===== src/rtl/led_sched_pkg.sv =====
// Shared encodings for the LED counter scheduler: FSM states, count limits,
// step directions and the bounce-mode direction resolver.
package led_sched_pkg;

  typedef enum logic [1:0] {
    ST_CLEAR = 2'b00,
    ST_RUN   = 2'b01,
    ST_PAUSE = 2'b10
  } sched_state_e;

  localparam logic [7:0] CNT_MAX = 8'hFF;
  localparam logic [7:0] CNT_MIN = 8'h00;
  localparam logic       DIR_UP  = 1'b1;
  localparam logic       DIR_DN  = 1'b0;

  // Turn around at either end so the count bounces instead of wrapping.
  function automatic logic resolve_dir(input logic [7:0] value, input logic dir_prev);
    if (value == CNT_MAX) return DIR_DN;
    if (value == CNT_MIN) return DIR_UP;
    return dir_prev;
  endfunction

endpackage


===== src/rtl/led_tick_gen.sv =====
// Speed-selectable prescaler: one tick every (TICK_BASE >> sw) cycles while run=1,
// held while run=0, zeroed by clear or by any change of sw.
module led_tick_gen #(
  parameter int unsigned TICK_BASE = 50000000,
  parameter int unsigned PRESC_W   = 26
) (
  input  logic       clk,
  input  logic       rst,
  input  logic [1:0] sw,
  input  logic       run,
  input  logic       clear,
  output logic       tick
);

  localparam logic [PRESC_W-1:0] BASE = PRESC_W'(TICK_BASE);

  logic [PRESC_W-1:0] presc;
  logic [PRESC_W-1:0] term;
  logic [1:0]         sw_q;
  logic               sw_chg;

  assign term   = (BASE >> sw) - PRESC_W'(1);
  assign sw_chg = (sw != sw_q);
  // Suppressing the tick on a speed change avoids a short first period.
  assign tick   = run && !sw_chg && (presc == term);

  always_ff @(posedge clk or posedge rst) begin
    if (rst) begin
      presc <= '0;
      sw_q  <= 2'b00;
    end else begin
      sw_q <= sw;
      if (clear || sw_chg || tick) presc <= '0;
      else if (run)                presc <= presc + PRESC_W'(1);
    end
  end

endmodule


===== src/rtl/led_count_sched.sv =====
// Scheduler for the 8-bit LED up/down counter: FSM, button path, direction.
// Optional button debounce enabled by defining LED_COUNT_SCHED_DEBOUNCE_EN.
module led_count_sched
  import led_sched_pkg::*;
#(
  parameter int unsigned TICK_BASE  = 50000000,
  parameter int unsigned PRESC_W    = 26,
  parameter int unsigned DEB_CYCLES = 500000
) (
  input  logic       clk,
  input  logic       reset,
  input  logic [1:0] sw,
  input  logic       ud,
  input  logic       bounce,
  input  logic       run_btn,
  input  logic [7:0] count,
  output logic       cnt_en,
  output logic       cnt_dir,
  output logic       cnt_clr,
  output logic [1:0] state
);

  sched_state_e st;
  logic btn_s1, btn_s2, btn_lvl, btn_prev, press;
  logic tick, dir_reg, bounce_q, mode_entry, base_dir, step_dir;

  assign state = st;

  always_ff @(posedge clk or posedge reset) begin
    if (reset) begin
      btn_s1   <= 1'b0;
      btn_s2   <= 1'b0;
      btn_prev <= 1'b0;
    end else begin
      btn_s1   <= run_btn;
      btn_s2   <= btn_s1;
      btn_prev <= btn_lvl;
    end
  end

`ifdef LED_COUNT_SCHED_DEBOUNCE_EN
  localparam int DEB_W = $clog2(DEB_CYCLES + 1);
  logic [DEB_W-1:0] deb_cnt;
  logic             deb_lvl;

  // The level only follows btn_s2 after DEB_CYCLES consecutive differing cycles.
  always_ff @(posedge clk or posedge reset) begin
    if (reset) begin
      deb_cnt <= '0;
      deb_lvl <= 1'b0;
    end else if (btn_s2 == deb_lvl) begin
      deb_cnt <= '0;
    end else if (deb_cnt == DEB_W'(DEB_CYCLES - 1)) begin
      deb_cnt <= '0;
      deb_lvl <= btn_s2;
    end else begin
      deb_cnt <= deb_cnt + DEB_W'(1);
    end
  end

  assign btn_lvl = deb_lvl;
`else
  assign btn_lvl = btn_s2;
`endif

  assign press = btn_lvl & ~btn_prev;

  led_tick_gen #(
    .TICK_BASE(TICK_BASE),
    .PRESC_W  (PRESC_W)
  ) u_tick_gen (
    .clk  (clk),
    .rst  (reset),
    .sw   (sw),
    .run  (st == ST_RUN),
    .clear(st == ST_CLEAR),
    .tick (tick)
  );

  // Entering bounce mode seeds the remembered direction from the manual switch.
  assign mode_entry = bounce & ~bounce_q;
  assign base_dir   = mode_entry ? ud : dir_reg;
  assign step_dir   = bounce ? resolve_dir(count, base_dir) : ud;

  always_ff @(posedge clk or posedge reset) begin
    if (reset) begin
      st       <= ST_CLEAR;
      cnt_clr  <= 1'b1;
      cnt_en   <= 1'b0;
      cnt_dir  <= DIR_UP;
      dir_reg  <= DIR_UP;
      bounce_q <= 1'b0;
    end else begin
      bounce_q <= bounce;
      cnt_en   <= 1'b0;
      cnt_clr  <= 1'b0;
      if (mode_entry) dir_reg <= ud;
      case (st)
        ST_CLEAR: st <= ST_RUN;
        ST_RUN: begin
          if (tick) begin
            cnt_en  <= 1'b1;
            cnt_dir <= step_dir;
            if (bounce) dir_reg <= step_dir;
          end
          if (press) st <= ST_PAUSE;
        end
        ST_PAUSE: if (press) st <= ST_RUN;
        default: begin
          st      <= ST_CLEAR;
          cnt_clr <= 1'b1;
        end
      endcase
    end
  end

endmodule


===== config.mk =====
export PLATFORM = sky130hd
export DESIGN_NAME = led_count_sched
export DESIGN_NICKNAME = d
export VERILOG_FILES = /design/src/rtl/led_sched_pkg.sv /design/src/rtl/led_tick_gen.sv /design/src/rtl/led_count_sched.sv
export SDC_FILE = /design/constraint.sdc
export NUM_CORES = 1
export LEC_CHECK = 0
export BUFFER_PORTS_ARGS = -buffer_cell sky130_fd_sc_hd__buf_2
export CAP_MARGIN = 20
export CORE_MARGIN = 4
export CORE_UTILIZATION = 36
export CTS_CLUSTER_SIZE = 24
export DETAILED_ROUTE_END_ITERATION = 6
export GPL_TIMING_DRIVEN = 0
export PLACE_DENSITY = 0.58
export SYNTH_ARGS = -nofsm -noshare
export SYNTH_HDL_FRONTEND = slang
export SYNTH_SLANG_ARGS = --single-unit

===== constraint.sdc =====
create_clock -name clk -period 3.15 [get_ports clk]
set_input_delay 0.4725 -clock clk [delete_from_list [all_inputs] [get_ports clk]]
set_output_delay 0.4725 -clock clk [all_outputs]
set_load 0.005 [all_outputs]

==> results.md <==
- Synthesized area: 2117 sq um
- Worst-path fanout max: 10
- Min cycle time layout: 2.441 ns
- Pre-antenna DRT Iters: 4
- Count of inserted antenna diode cells: 0
- Max Cap Violations: 0
- Class of the worst hold path: input port to flop
- Crit path DAT: 2.59 ns
- Tightest slew margin relative to the limit: 48.22%
- Final wirelength: 4576 um
- Async set-or-reset flop fraction in the synthesized netlist: 100.0%
- # hold bufs at CTS: 0
- Number of core rows: 27
- Pin count of the biggest net entering global routing: 39
- Hold violation total from the final report: 0
- Area share of the largest cell type after synthesis: 41.37%
- FMAX: 409.7 MHz
- Crit Path Category: flop to flop
- Post CTS Setup Buffer Count: 0
- Number of DRC markers in iteration 0: 64
- Final count of pins violating max slew: 0
- Via total after detailed routing: 1668
- Top_reg_cell synth: sky130_fd_sc_hd__dfrtp_1
- Sequential cell area fraction in the yosys report: 45.09%
- Leak pwr: 0.0009626 uW
- Post-synth cell types: 44
- Wire length of the first global-routing pass: 8135 um
- Global-route total usage across every layer: 14.01%
- TritonCTS Buffers: 5
- Gate count after technology mapping: 215
- Register bit count reported by yosys: 38
- Slowest library cell on the worst path: sky130_fd_sc_hd__nor4_4
- Maximum clock skew at final layout: 0.008725 ns
- Setup repair after global routing missed its margin: false
- Starting density of the core: 37.75%
- Leading post-synthesis cells by cell area: sky130_fd_sc_hd__dfrtp_1, sky130_fd_sc_hd__nor3_1, sky130_fd_sc_hd__xnor2_1
- Cell types with the highest counts after synthesis: sky130_fd_sc_hd__dfrtp_1, sky130_fd_sc_hd__nor3_1, sky130_fd_sc_hd__nand2_1, sky130_fd_sc_hd__xnor2_1, sky130_fd_sc_hd__xor2_1
- Core box area: 5608 sq um
- Most frequent cell on the critical path: sky130_fd_sc_hd__buf_2
- Cells resized by post-CTS repair: 0
- Number of enable-type register cells in the synthesized netlist: 0
- Buffers added on ports: 19
- Antenna violations before repair: 0
- CP cell instances: nor2b_1 > buf_2 > and4_1 > buf_2 > o2111ai_2 > nor4_4 > buf_4 > nor3_1
- Result of the run: complete, no violations
- GR Overflow Total: 0
- Startpoint class of the critical path: flop
- Number of top-level pins: 20
- Vias per cell: 5.312
- Clock input transition at the sequential cells of the worst setup and hold paths: 0.08 ns
- Worst voltage drop across the vdd grid: 0.0002273 V
- TritonCTS clock tree: built
- Average wire length per cell after detail routing: 14.57 um
- Average cell area after synthesis: 9.847 sq um
- DIE WIDTH: 84.69 um
- Clock latency of the later-clocked register in the worst-skew pair: 0.29 ns
- Required @ worst endpoint: 3.30 ns
- Layout cell share with drive strength beyond 1: 16.53%
- Count of final setup violators: 0
- Buffering stage count on the worst path with inverters included: 3
- Largest incremental delay on the critical path: 0.59 ns
- Area added between synthesis and finish: 15.48%
- Kind of cell adding the most delay to the critical path: simple AND/OR/NAND/NOR gates
- Slew @ Worst Pin: 0.7756 ns
- Most numerous cell in the Yosys netlist: sky130_fd_sc_hd__dfrtp_1
- Yosys top cell by area: sky130_fd_sc_hd__dfrtp_1
- Maximum buffer depth of the clock tree: 2
- Synth warn: 0
- Fraction of the core area covered by cells at the end of the flow: 43.60%
- Vertical die dimension: 84.69 um
- Top reg by flops: u_tick_gen.presc
- Number of H-tree levels: 2
- Sum Neg Setup Slack: 0 ns
- Max reg flops: 26
- Vias in the first global route: 1650
- Final worst path period share: 77.49%
- Die Footprint: 7172 sq um
- Cell at the root of the clock tree: sky130_fd_sc_hd__clkbuf_8
- Layout net count: 257
- Estimated wirelength of the detail-placed design: 3247 um
- Synthesized netlist net count: 231
- Final weighted congestion in routability-driven placement: 0.8077
- P per Cell Area: 455.5 nW/um^2
- Capturing element type of the critical path: flop
- Num Clock Sinks: 38
- Total DRC errors in the routed layout: 0
- Detail Route Antenna Nets: 0
-- placed cells by master, fill, tap and decap left out, types with 2 or more instances in the layout --
cell,count
sky130_fd_sc_hd__dfrtp_1,35
sky130_fd_sc_hd__nor2_1,4
sky130_fd_sc_hd__inv_1,4
sky130_fd_sc_hd__and3_1,3
sky130_fd_sc_hd__mux2i_1,4
sky130_fd_sc_hd__a21oi_1,3
sky130_fd_sc_hd__and2_1,4
sky130_fd_sc_hd__o211ai_1,3
sky130_fd_sc_hd__buf_4,2
sky130_fd_sc_hd__and4_1,6
sky130_fd_sc_hd__nand3_1,5
sky130_fd_sc_hd__dfstp_2,3
sky130_fd_sc_hd__nand4_1,8
sky130_fd_sc_hd__clkbuf_1,4
sky130_fd_sc_hd__bufinv_16,2
sky130_fd_sc_hd__buf_2,23
sky130_fd_sc_hd__xnor2_1,16
sky130_fd_sc_hd__nand2_1,16
sky130_fd_sc_hd__or4bb_1,3
sky130_fd_sc_hd__o21ai_0,4
sky130_fd_sc_hd__nor3_1,32
sky130_fd_sc_hd__nor4_1,9
sky130_fd_sc_hd__nand4b_1,2
sky130_fd_sc_hd__nand2b_1,5
sky130_fd_sc_hd__nor2b_1,5
sky130_fd_sc_hd__xor2_1,11
sky130_fd_sc_hd__clkbuf_8,6
-- cell type report --
class / instances / area, sq um
clock buffers: 6 / 82.58
clock inverters: 2 / 60.06
well taps: 72 / 90.09
flip-flops and latches: 38 / 954.7
inverters: 5 / 18.77
repair buffers: 19 / 95.09
fillers: 597 / 3163
plain buffers: 10 / 50.05
multi-input cells: 162 / 1094
-- cell families (layout without fill, tap and decap cells) --
family	Yosys count	in the layout	synth area share [%]
AND/OR/NAND/NOR	108	108	30.32
buffers and inverters	15	42	3.250
AO/OA/AOI/OAI	21	21	7.152
adder cells (fa/ha/maj)	1	1	0.5909
flip-flops	38	38	45.09
XOR/XNOR	27	27	11.17
multiplexers	5	5	2.423
-- layer usage --
layer	share of wire [%]	up-vias	global-route usage, %
li1	-	838	-
met3	3.8	2	3.827
met1	47	806	18.74
met5	0	-	0
met4	0.55	0	3.453
met2	49	22	22.49
-- final timing paths --
kind | to | slack [ns] | startpoint | cells past startpoint
hold / removal | btn_s1$_DFF_PP0_ | 0.28 | run_btn | 1
hold reg to reg | btn_lvl$_DFF_PP0_ | 0.36 | btn_s1$_DFF_PP0_ | 0
setup / recovery | u_tick_gen.presc[6]$_DFFE_PP0P_ | 0.71 | state[0]$_DFFE_PP0P_ | 8
min in group asynchronous | state[1]$_DFFE_PP0P_ | 0.32 | reset | 2
max in group asynchronous | u_tick_gen.sw_q[0]$_DFF_PP0_ | 2.34 | reset | 2
setup reg to reg | u_tick_gen.presc[6]$_DFFE_PP0P_ | 0.71 | state[0]$_DFFE_PP0P_ | 8
-- through the flow --
stage | setup slack (ns) | instance area (sq um) | hold WS [ns] | power [uW] | instances
2_1_floorplan | 1.056 | 2117 | 0.3312 | 581.3 | 215
3_3_place_gp | 0.5752 | 2302 | 0.3335 | 614.2 | 306
3_5_place_dp | 0.5901 | 2302 | 0.3428 | 616.3 | 306
4_1_cts | 0.6878 | 2445 | 0.2692 | 1134 | 314
5_1_grt | 0.4656 | 2445 | 0.2721 | 1165 | 314
6_report | 0.7090 | 2445 | 0.2801 | 1114 | 314
-- where the power goes --
group | internal [uW] | total (uW) | switching (uW) | leakage, uW
Clock | 338 | 510 | 172 | 0.0000714
Combinational | 34.1 | 89.1 | 55.0 | 0.000389
Sequential | 503 | 515 | 11.8 | 0.000502
Power figures use the tool's default switching activity.
